$ cat src/rtl/mips_pkg.sv
// mips_pkg: shared types and constants for the MIPS run-and-dump controller.
//   state_e       - controller FSM states
//   DUMP_SEL_REG  - dump phase / dump_sel value for register-file words
//   DUMP_SEL_MEM  - dump phase / dump_sel value for data-memory words
//   addr_w()      - address width for an N-entry array (never below 1 bit)
//   max_u()       - unsigned maximum, for sizing the shared dump index
package mips_pkg;

    typedef enum logic [2:0] {
        StIdle,
        StRun,
        StFetch,
        StCapture,
        StPresent,
        StDone
    } state_e;

    localparam logic DUMP_SEL_REG = 1'b0;
    localparam logic DUMP_SEL_MEM = 1'b1;

    function automatic int unsigned max_u(input int unsigned a, input int unsigned b);
        return (a > b) ? a : b;
    endfunction

    // A single-entry array still needs a 1-bit address port.
    function automatic int unsigned addr_w(input int unsigned n);
        return (n > 1) ? $clog2(n) : 1;
    endfunction

endpackage

$ cat src/rtl/mips_run_dump_ctrl_if.sv
// mips_run_dump_ctrl_if: host/core/dump-stream signal bundle of the run-and-dump controller.
//   Run control : start, run_cycles, core_halt, core_en, cycles_run, busy, done
//   Read ports  : reg_raddr/reg_rdata, mem_raddr/mem_rdata (1-cycle read latency)
//   Dump stream : dump_valid/dump_ready, dump_data, dump_sel, dump_addr
// Modports: master = controller side, slave = host/core/memory side.
interface mips_run_dump_ctrl_if #(
    parameter int unsigned DATA_W    = 32,
    parameter int unsigned REG_COUNT = 32,
    parameter int unsigned MEM_DEPTH = 256,
    parameter int unsigned CYC_W     = 16
);
    localparam int unsigned RA_W = mips_pkg::addr_w(REG_COUNT);
    localparam int unsigned MA_W = mips_pkg::addr_w(MEM_DEPTH);
    localparam int unsigned DA_W = mips_pkg::addr_w(mips_pkg::max_u(REG_COUNT, MEM_DEPTH));

    logic              start;
    logic [CYC_W-1:0]  run_cycles;
    logic              core_halt;
    logic              core_en;
    logic [RA_W-1:0]   reg_raddr;
    logic [DATA_W-1:0] reg_rdata;
    logic [MA_W-1:0]   mem_raddr;
    logic [DATA_W-1:0] mem_rdata;
    logic              dump_valid;
    logic              dump_ready;
    logic [DATA_W-1:0] dump_data;
    logic              dump_sel;
    logic [DA_W-1:0]   dump_addr;
    logic [CYC_W-1:0]  cycles_run;
    logic              busy;
    logic              done;

    modport master (
        input  start, run_cycles, core_halt, reg_rdata, mem_rdata, dump_ready,
        output core_en, reg_raddr, mem_raddr, dump_valid, dump_data, dump_sel, dump_addr,
               cycles_run, busy, done
    );

    modport slave (
        output start, run_cycles, core_halt, reg_rdata, mem_rdata, dump_ready,
        input  core_en, reg_raddr, mem_raddr, dump_valid, dump_data, dump_sel, dump_addr,
               cycles_run, busy, done
    );

endinterface

$ cat src/rtl/mips_sat_counter.sv
// mips_sat_counter: W-bit up-counter that sticks at all-ones instead of wrapping.
//   clock   - rising-edge clock
//   reset   - asynchronous active-high reset, clears the count
//   i_clr   - synchronous clear (wins over i_en)
//   i_en    - count up by one
//   o_count - current count
module mips_sat_counter #(
    parameter int unsigned W = 16
) (
    input  logic         clock,
    input  logic         reset,
    input  logic         i_clr,
    input  logic         i_en,
    output logic [W-1:0] o_count
);

    logic [W-1:0] r_count;

    always_ff @(posedge clock or posedge reset) begin
        if (reset) begin
            r_count <= '0;
        end else if (i_clr) begin
            r_count <= '0;
        end else if (i_en && (r_count != '1)) begin
            r_count <= r_count + 1'b1;
        end
    end

    assign o_count = r_count;

endmodule

$ cat src/rtl/mips_run_dump_ctrl.sv
// mips_run_dump_ctrl: runs the MIPS core for a cycle budget (or until halt), then streams the
// register file and, optionally, data memory out over a valid/ready dump interface.
//   clock - rising-edge clock
//   reset - asynchronous active-high reset, returns everything to idle
//   bus   - mips_run_dump_ctrl_if.master: start/budget/halt in, core_en out, read ports to the
//           register file and data memory, dump stream out, cycles_run/busy/done status.
// Build option: define MIPS_DUMP_MEM_EN to include the data-memory dump phase. Without it only
// the registers are dumped, mem_raddr is tied to 0 and dump_sel stays 0.
module mips_run_dump_ctrl
    import mips_pkg::*;
#(
    parameter int unsigned DATA_W    = 32,
    parameter int unsigned REG_COUNT = 32,
    parameter int unsigned MEM_DEPTH = 256,
    parameter int unsigned CYC_W     = 16
) (
    input logic                clock,
    input logic                reset,
    mips_run_dump_ctrl_if.master bus
);

    localparam int unsigned RA_W = addr_w(REG_COUNT);
    localparam int unsigned MA_W = addr_w(MEM_DEPTH);
    localparam int unsigned DA_W = addr_w(max_u(REG_COUNT, MEM_DEPTH));

    localparam logic [DA_W-1:0] REG_LAST = DA_W'(REG_COUNT - 1);
    localparam logic [DA_W-1:0] MEM_LAST = DA_W'(MEM_DEPTH - 1);

`ifdef MIPS_DUMP_MEM_EN
    localparam bit MEM_EN = 1'b1;
`else
    localparam bit MEM_EN = 1'b0;
`endif

    state_e            r_state;
    state_e            w_state_next;
    logic [CYC_W-1:0]  r_budget;
    logic              r_phase;
    logic [DA_W-1:0]   r_index;
    logic [DATA_W-1:0] r_dump_data;
    logic              r_dump_sel;
    logic [DA_W-1:0]   r_dump_addr;

    logic              w_start_ok;
    logic              w_cnt_en;
    logic [CYC_W-1:0]  w_cycles_run;
    logic [CYC_W:0]    w_cnt_inc;
    logic              w_run_last;
    logic              w_hs;
    logic              w_at_last;
    logic              w_reading;

    logic              w_core_en;
    logic              w_busy;
    logic              w_done;
    logic              w_dump_valid;
    logic [RA_W-1:0]   w_reg_raddr;
    logic [MA_W-1:0]   w_mem_raddr;

    assign w_start_ok = (r_state == StIdle) && bus.start;
    assign w_cnt_en   = (r_state == StRun);

    mips_sat_counter #(
        .W (CYC_W)
    ) u_cycles (
        .clock   (clock),
        .reset   (reset),
        .i_clr   (w_start_ok),
        .i_en    (w_cnt_en),
        .o_count (w_cycles_run)
    );

    // One bit wider so the +1 compare cannot alias when the count is all-ones.
    assign w_cnt_inc  = {1'b0, w_cycles_run} + {{CYC_W{1'b0}}, 1'b1};
    assign w_run_last = (w_cnt_inc == {1'b0, r_budget});
    assign w_hs       = (r_state == StPresent) && bus.dump_ready;
    assign w_at_last  = (r_phase == DUMP_SEL_MEM) ? (r_index == MEM_LAST) : (r_index == REG_LAST);
    assign w_reading  = (r_state == StFetch) || (r_state == StCapture);

    // State register
    always_ff @(posedge clock or posedge reset) begin
        if (reset) begin
            r_state <= StIdle;
        end else begin
            r_state <= w_state_next;
        end
    end

    // Next-state logic
    always_comb begin
        w_state_next = r_state;
        unique case (r_state)
            StIdle: begin
                if (bus.start) begin
                    w_state_next = (bus.run_cycles == '0) ? StFetch : StRun;
                end
            end
            StRun: begin
                if (w_run_last || bus.core_halt) begin
                    w_state_next = StFetch;
                end
            end
            StFetch:   w_state_next = StCapture;
            StCapture: w_state_next = StPresent;
            StPresent: begin
                if (w_hs) begin
                    if (!w_at_last) begin
                        w_state_next = StFetch;
                    end else if (MEM_EN && (r_phase == DUMP_SEL_REG)) begin
                        w_state_next = StFetch;
                    end else begin
                        w_state_next = StDone;
                    end
                end
            end
            StDone:    w_state_next = StIdle;
            default:   w_state_next = StIdle;
        endcase
    end

    // Outputs decoded from state
    always_comb begin
        w_core_en    = (r_state == StRun);
        w_busy       = (r_state != StIdle);
        w_done       = (r_state == StDone);
        w_dump_valid = (r_state == StPresent);
        w_reg_raddr  = '0;
        w_mem_raddr  = '0;
        if (w_reading && (r_phase == DUMP_SEL_REG)) begin
            w_reg_raddr = r_index[RA_W-1:0];
        end
`ifdef MIPS_DUMP_MEM_EN
        if (w_reading && (r_phase == DUMP_SEL_MEM)) begin
            w_mem_raddr = r_index[MA_W-1:0];
        end
`endif
    end

    // Budget, dump phase/index and the captured dump word
    always_ff @(posedge clock or posedge reset) begin
        if (reset) begin
            r_budget    <= '0;
            r_phase     <= DUMP_SEL_REG;
            r_index     <= '0;
            r_dump_data <= '0;
            r_dump_sel  <= DUMP_SEL_REG;
            r_dump_addr <= '0;
        end else begin
            case (r_state)
                StIdle: begin
                    if (bus.start) begin
                        r_budget <= bus.run_cycles;
                        r_phase  <= DUMP_SEL_REG;
                        r_index  <= '0;
                    end
                end
                StCapture: begin
                    // Read data for the address driven in FETCH arrives this cycle.
                    r_dump_data <= (r_phase == DUMP_SEL_MEM) ? bus.mem_rdata : bus.reg_rdata;
                    r_dump_sel  <= r_phase;
                    r_dump_addr <= r_index;
                end
                StPresent: begin
                    if (w_hs) begin
                        if (!w_at_last) begin
                            r_index <= r_index + 1'b1;
                        end else if (MEM_EN && (r_phase == DUMP_SEL_REG)) begin
                            r_index <= '0;
                            r_phase <= DUMP_SEL_MEM;
                        end
                    end
                end
                default: ;
            endcase
        end
    end

    assign bus.core_en    = w_core_en;
    assign bus.busy       = w_busy;
    assign bus.done       = w_done;
    assign bus.dump_valid = w_dump_valid;
    assign bus.reg_raddr  = w_reg_raddr;
    assign bus.mem_raddr  = w_mem_raddr;
    assign bus.dump_data  = r_dump_data;
    assign bus.dump_sel   = r_dump_sel;
    assign bus.dump_addr  = r_dump_addr;
    assign bus.cycles_run = w_cycles_run;

endmodule

$ cat src/flat_wrapper.sv
// flat-port wrapper written by rule: the top's interface ports become plain ports
module mips_run_dump_ctrl_flat import mips_pkg::*;
#(
    parameter int unsigned DATA_W    = 32,
    parameter int unsigned REG_COUNT = 32,
    parameter int unsigned MEM_DEPTH = 256,
    parameter int unsigned CYC_W     = 16
)
  (clock, reset, bus_start, bus_run_cycles, bus_core_halt, bus_reg_rdata, bus_mem_rdata, bus_dump_ready, bus_core_en, bus_reg_raddr, bus_mem_raddr, bus_dump_valid, bus_dump_data, bus_dump_sel, bus_dump_addr, bus_cycles_run, bus_busy, bus_done);
  mips_run_dump_ctrl_if #(.DATA_W(DATA_W), .REG_COUNT(REG_COUNT), .MEM_DEPTH(MEM_DEPTH), .CYC_W(CYC_W)) bus_i ();
  input logic clock;
  input logic reset;
  input wire logic [$bits(bus_i.start)-1:0] bus_start;
  input wire logic [$bits(bus_i.run_cycles)-1:0] bus_run_cycles;
  input wire logic [$bits(bus_i.core_halt)-1:0] bus_core_halt;
  input wire logic [$bits(bus_i.reg_rdata)-1:0] bus_reg_rdata;
  input wire logic [$bits(bus_i.mem_rdata)-1:0] bus_mem_rdata;
  input wire logic [$bits(bus_i.dump_ready)-1:0] bus_dump_ready;
  output wire logic [$bits(bus_i.core_en)-1:0] bus_core_en;
  output wire logic [$bits(bus_i.reg_raddr)-1:0] bus_reg_raddr;
  output wire logic [$bits(bus_i.mem_raddr)-1:0] bus_mem_raddr;
  output wire logic [$bits(bus_i.dump_valid)-1:0] bus_dump_valid;
  output wire logic [$bits(bus_i.dump_data)-1:0] bus_dump_data;
  output wire logic [$bits(bus_i.dump_sel)-1:0] bus_dump_sel;
  output wire logic [$bits(bus_i.dump_addr)-1:0] bus_dump_addr;
  output wire logic [$bits(bus_i.cycles_run)-1:0] bus_cycles_run;
  output wire logic [$bits(bus_i.busy)-1:0] bus_busy;
  output wire logic [$bits(bus_i.done)-1:0] bus_done;
  assign bus_i.start = bus_start;
  assign bus_i.run_cycles = bus_run_cycles;
  assign bus_i.core_halt = bus_core_halt;
  assign bus_i.reg_rdata = bus_reg_rdata;
  assign bus_i.mem_rdata = bus_mem_rdata;
  assign bus_i.dump_ready = bus_dump_ready;
  assign bus_core_en = bus_i.core_en;
  assign bus_reg_raddr = bus_i.reg_raddr;
  assign bus_mem_raddr = bus_i.mem_raddr;
  assign bus_dump_valid = bus_i.dump_valid;
  assign bus_dump_data = bus_i.dump_data;
  assign bus_dump_sel = bus_i.dump_sel;
  assign bus_dump_addr = bus_i.dump_addr;
  assign bus_cycles_run = bus_i.cycles_run;
  assign bus_busy = bus_i.busy;
  assign bus_done = bus_i.done;
  mips_run_dump_ctrl #(.DATA_W(DATA_W), .REG_COUNT(REG_COUNT), .MEM_DEPTH(MEM_DEPTH), .CYC_W(CYC_W)) u_core (.clock(clock), .reset(reset), .bus(bus_i));
endmodule
$ cat config.mk
export PLATFORM = sky130hd
export DESIGN_NAME = mips_run_dump_ctrl_flat
export DESIGN_NICKNAME = d
export VERILOG_FILES = /design/src/rtl/mips_pkg.sv /design/src/rtl/mips_run_dump_ctrl_if.sv /design/src/rtl/mips_sat_counter.sv /design/src/rtl/mips_run_dump_ctrl.sv /design/src/flat_wrapper.sv
export SDC_FILE = /design/constraint.sdc
export NUM_CORES = 1
export LEC_CHECK = 0
export ABC_AREA = 1
export BUFFER_PORTS_ARGS = -buffer_cell sky130_fd_sc_hd__clkbuf_2
export CELL_PAD_IN_SITES_DETAIL_PLACEMENT = 1
export CELL_PAD_IN_SITES_GLOBAL_PLACEMENT = 1
export CORE_ASPECT_RATIO = 0.9
export CORE_UTILIZATION = 36
export DETAILED_ROUTE_END_ITERATION = 10
export PLACE_DENSITY_LB_ADDON = 0.1
export SYNTH_ARGS = -nofsm -noshare
export SYNTH_HDL_FRONTEND = slang
export SYNTH_SLANG_ARGS = --single-unit
$ cat constraint.sdc
create_clock -name clock -period 3.4 [get_ports clock]
set_clock_uncertainty 0.05 [all_clocks]
set_input_delay 0.34 -clock clock [delete_from_list [all_inputs] [get_ports clock]]
set_output_delay 0.34 -clock clock [all_outputs]
set_load 0.03 [all_outputs]
* Word level (Yosys, flattened, before mapping) *
Cells that the tools add are included.

storage, ports and cells
  register bits = 83
  bits in latches = 0
  bits in writable memories = 0
  memory bits (read-only) = 0
  input port bits = 85
  output and inout port bits = 74
  word-level logic and storage cells = 47
  memories = 0

cells by class
  add/sub/neg operators = 3
  $mul = 0
  divide/modulo/power cells = 0
  $lt $le $gt $ge = 0
  eq/ne operators = 12
  shift-type cells = 0
  multiplexer cells = 13
  bitwise operators = 0
  reductions and logical operators = 13

operators by type and width
  kind                     count
  $mux W16                 2
  $mux W8                  3
  $add A16 B1 Y17 const B  1
  $eq A17 B16 Y1           1
  $add A16 B1 Y16 const B  1
  $logic_not A16 Y1        1
  $ne A16 B16 Y1 const B   1
  $pmux W8 S2              1
  $pmux W3 S5              1
  $mux W3                  4
  $add A8 B1 Y8 const B    1
  $eq A8 B5 Y1 const B     1
  $eq A3 B2 Y1 const B     2
  $eq A3 B3 Y1 const B     2
  $mux W5                  1
  $ne A2 B1 Y1 const B     2
  $ne A2 B2 Y1 const B     2
  $reduce_and A4 Y1        1
  $reduce_bool A2 Y1       2
  $eq A3 B1 Y1 const B     1
  $logic_and A1 B1 Y1      3
  $logic_not A3 Y1         1
  $reduce_and A3 Y1        1
  $reduce_bool A3 Y1       1
  other kinds (3)          4

* Longest topological paths before layout *
  depth after elaboration = 5
  depth in mapped cells = 15
  mapped depth without buffers = 15

* Cells and area by module *
A second synthesis with hierarchy kept.

unflattened totals
  cells, all modules = 556
  area total of the unflattened synthesis = 4,605.7 sq um

modules (own cells, without submodules)
  module              times used  cells an instance  area an instance (sq um)  sequential area each (sq um)
  mips_run_dump_ctrl  1           397                3,522.1                   1,676.6
  mips_sat_counter    1           159                1,083.5                   400.4

* Worst setup path before layout *
Ideal clock, no wire load.

  kind = register -> register
  start point = register u_core.r_state[0]
  end point = register u_core.u_cycles.r_count[13], in the netlist u_core.u_cycles.o_count[13]
  setup time = 128 ps
  arrival time = 1,862 ps
  data required time = 3,222 ps
  slack = 1,360 ps
  stages on the path, launching flop included = 7
  path buffers = 1
  clock period less this slack = 2,040 ps
  cells stage by stage = dfrtp_1 > inv_1 > nor3_1 > nand2_1 > nand2_2 > buf_4 > o22ai_1

on the way
  word-level cells in the longest chain between the ends = 3
  elaborated cells between the ends (all ways) = 6
  those cells by class = eq/ne (1); mux (1); reduce/logical (4)

ends and longest elaborated chain
  item                                 line                      source
  from (decl)                          mips_run_dump_ctrl.sv:35  state_e r_state;
  from (signal assigned)               mips_run_dump_ctrl.sv:83  r_state <= StIdle;
  from (signal assigned)               mips_run_dump_ctrl.sv:85  r_state <= w_state_next;
  $eq A3 B1 Y1                         --
  via bus_core_en                      flat_wrapper.sv:19        output wire logic [$bits(bus_i.core_en)-1:0] bus_core_en;
  $logic_and A1 B1 Y1                  mips_sat_counter.sv:24    end else if (i_en && (r_count != '1)) begin
  $reduce_bool A2 Y1 (no source line)  --
  to (signal assigned)                 mips_sat_counter.sv:25    r_count <= r_count + 1'b1;
  to (decl)                            mips_sat_counter.sv:17    logic [W-1:0] r_count;

The timed path passes the listed nets, and every way through them passes these cells.
A chain may end at the register's enable or synchronous reset.

* Final worst setup path *
  start point = register u_core.r_state[0]
  end point = register u_core.u_cycles.r_count[8], in the netlist u_core.u_cycles.o_count[8]

on the way
  word-level cells in the longest chain between the ends = 3
  elaborated cells between the ends (all ways) = 6
  those cells by class = eq/ne (1); mux (1); reduce/logical (4)

ends and longest elaborated chain
  item                                                                    line
  $eq A3 B1 Y1 / $logic_not A3 Y1 (equally long branches)                 mips_run_dump_ctrl.sv:61, mips_run_dump_ctrl.sv:60
  $logic_and A1 B1 Y1, on equally long branches                           mips_sat_counter.sv:24, mips_run_dump_ctrl.sv:60
  $reduce_bool A2 Y1 (no source line) / $mux W16 (equally long branches)  --

Several ways; a longest one is shown, not always the timed one.

==> run_results.csv <==
group,metric,value,unit
floorplanning,die_area,11900,µm²
power_and_ir_drop,p_leak,2.56,nW
critical_path,worstPathArrival,2.57,ns
sta,slew_viol_final,0,
floorplanning,chipWidth,115,µm
synthesis,synth_cells,464,
power_and_ir_drop,power,4.95,mW
critical_path,path_class,"flip-flop to flip-flop",
synthesis,ys_ff_latch,83,
finish,fin_cells,741,
floorplanning,io_pins,159,
placement,place_ws,1.02,ns
clock_tree,clock_path_buffers,2,
clock_tree,ctsHoldBuffers,0,
floorplanning,fp.coreArea,11000,µm²
synthesis,synth_edf_count,0,
finish,fillerInstances,1387,
finish,register_area,2080,µm²
route,wl,11600,µm
route,wl_per_cell,15.7,µm
route,drcViolationCount,0,
flow_run,cap_violations,0,
sta,period_needed,2.36,ns
placement,port_buffers,117,
grt,first_global_vias,3813,
sta,fmax,424,MHz
synthesis,synth_flop_cell,"dfrtp_1",
placement,gp_congestion,0.824,
synthesis,syn_area,4130,µm²
placement,dp_hpwl,8610,µm
finish,finalInstanceArea,5140,µm²
clock_tree,numCtsBuffers,9,
sta,rsz0062_at_grt,"no",
sta,whs,0.0364,ns
power_and_ir_drop,power.density,963,nW/µm²
critical_path,r2r_slack,1.04,ns
clock_tree,htreeDepth,3,
worst_hold_path,hp-class,"input pin to asynchronous set/reset pin",
finish,utilization,46.7,%
synthesis,netlist.area_leader.share,50.3,%
synthesis,seq_area_frac_synth,50.3,%
synthesis,ys_warn_count,0,
finish,fin_nets,671,
finish,area_growth_syn_to_layout,24.5,%
clock_tree,cts_tree,"done",
sta,worst_slew_pin_slew,1.00,ns
synthesis,synth.area.top_cells,"dfrtp_1 50%, nand2_1 11%, mux2_2 8.7%",
route,via_count,3614,
synthesis,synthArstFlopShare,100,%
critical_path,slowest_delay,0.43,ns
grt,grt_max_degree,84,
clock_tree,ctsResizeCount,0,
critical_path,cp.required,3.61,ns
sta,hold_violations,0,
synthesis,yosys-top-cells-count,"121 x nand2_1, 83 x dfrtp_1, 45 x inv_1, 36 x nand3_1",
critical_path,crit_path_max_fanout,28,
route,dr.pass1.iters,4,
clock_tree,clk_latency,0.34,ns
route,avgViaCountPerCell,4.88,
floorplanning,initial_core_util,37.5,%
synthesis,synth.distinct_cells,34,
critical_path,cp_cell_sequence,"nor2_2, nand2_1, or2_1, o21ai_2, nor2_4, buf_4, inv_2, nand2_2, o21ai_0",
run_status,status,"completed",
grt,grt_first_pass_wirelength,19500,µm
clock_tree,cts_setup_buffers,0,
clock_tree,clkSlewWorstSetupHoldPaths,0.06,ns
grt,grtUsageTotal,21.4,%
clock_tree,cts_root_buf,"clkbuf_16",
critical_path,crit_path_top_delay_cell,"dfrtp_1",
placement,dp.cells,725,
finish,drive_gt1_share,32.8,%
synthesis,yosys.area.top_type,"dfrtp_1",
clock_tree,cts_num_sinks,83,
sta,slew_headroom,33.0,%
critical_path,reg2regPathDepth,9,
critical_path,critPathCaptureType,"flip-flop",
grt,overflow,0,
route,drtIter0Drc,130,
sta,setup_viol,0,
sta,tns,0,ns
grt,antenna_found_initial,0,
finish,diodes,0,
route,detail-route-antenna-nets,0,
floorplanning,die_h,104,µm
critical_path,start_kind,"flip-flop",
sta,worst_slack,1.04,ns
floorplanning,rows,36,
critical_path,reg2reg_to,"u_core.u_cycles.o_count[8]",
synthesis,yosysMostFrequentCell,"nand2_1",
synthesis,post_synth.cell_area_avg,8.89,µm²
critical_path,worstReg2RegStart,"u_core.r_state[0]",
placement,place_area,4860,µm²
sta,min_period_over_period,69.4,%
power_and_ir_drop,vdd_drop_max,475,µV
finish,multi_input_area,1780,µm²
## critical path: cells and delay by family, from the launching register on
family	cells	cell delay, ns
compound gates	2	0.41
buf+inv	2	0.52
flops	1	0.43
simple gates	5	0.87
## power breakdown
group          switching, mW  internal, mW  total, mW
sequential             0.275          1.37       1.65
combinational           1.60         0.772       2.37
clock                  0.412         0.518      0.930
## flip-flops by register name (all words and copies together), names as in the netlist
signal,flops
u_core.r_state,3
u_core.u_cycles.o_count,16
u_core.r_budget,16
u_core.r_index,8
u_core.bus.dump_data,32
u_core.bus.dump_addr,8
## cell type report
| cell class | instances | share of cell area (%) |
|---|---|---|
| Clock buffer | 11 | 4.72 |
| Clock inverter | 5 | 0.755 |
| Inverter | 49 | 3.60 |
| Multi-Input combinational cell | 321 | 34.7 |
| Sequential cell | 83 | 40.4 |
| Tap cell | 152 | 3.70 |
| Timing Repair Buffer | 120 | 12.1 |
## metal layers
layer / global-route usage [%] / part of all wire (%) / up-vias / wire [µm]
met2: 34.9 / 48 / 85 / 5630
met4: 4.55 / 0.91 / 0 / 106
li1: - / - / 1742 / -
met5: 0 / 0 / - / 0
met3: 6.96 / 5.6 / 8 / 657
met1: 27.8 / 45 / 1779 / 5240
## layout by cell type (no fill, tap or decap), drive strengths merged, types with 2 or more instances in the layout
cell / count
a21oi: 5
buf: 3
clkbuf: 128
clkinv: 6
conb: 9
dfrtp: 83
ha: 2
inv: 47
mux2: 32
nand2: 127
nand3: 37
nand4: 7
nor2: 36
nor3: 5
nor4: 6
o21ai: 34
o22ai: 10
or2: 3
xor2: 3
## kinds of logic (layout without fill, tap and decap cells)
kind of cell             count (synthesis)  after routing  synth area share (%)
adder cells (fa/ha/maj)                  2              2                 0.607
buffers and inverters                   68            185                  7.22
multiplexers                            32             32                  8.74
AO/OA/AOI/OAI                           50             50                  6.85
flip-flops                              83             83                  50.3
XOR/XNOR                                 6              6                  1.97
AND/OR/NAND/NOR                        222            222                  24.2
other                                    1              9                0.0909
## worst max-delay path by stage
stage / startpoint / endpoint / slack (ns) / cells past startpoint
6_report: u_core.r_state[0] / u_core.u_cycles.o_count[8] / 1.04 / 9
5_1_grt: u_core.r_state[0] / u_core.u_cycles.o_count[8] / 0.80 / 9
4_1_cts: u_core.r_state[0] / u_core.u_cycles.o_count[8] / 1.0 / 9
3_5_place_dp: u_core.r_state[0] / u_core.u_cycles.o_count[8] / 1.02 / 9
3_3_place_gp: u_core.r_state[0] / u_core.u_cycles.o_count[9] / 1.09 / 9
2_1_floorplan: reset / u_core.bus.dump_addr[0] / 0.87 / 1
Power figures use the tool's default switching activity.
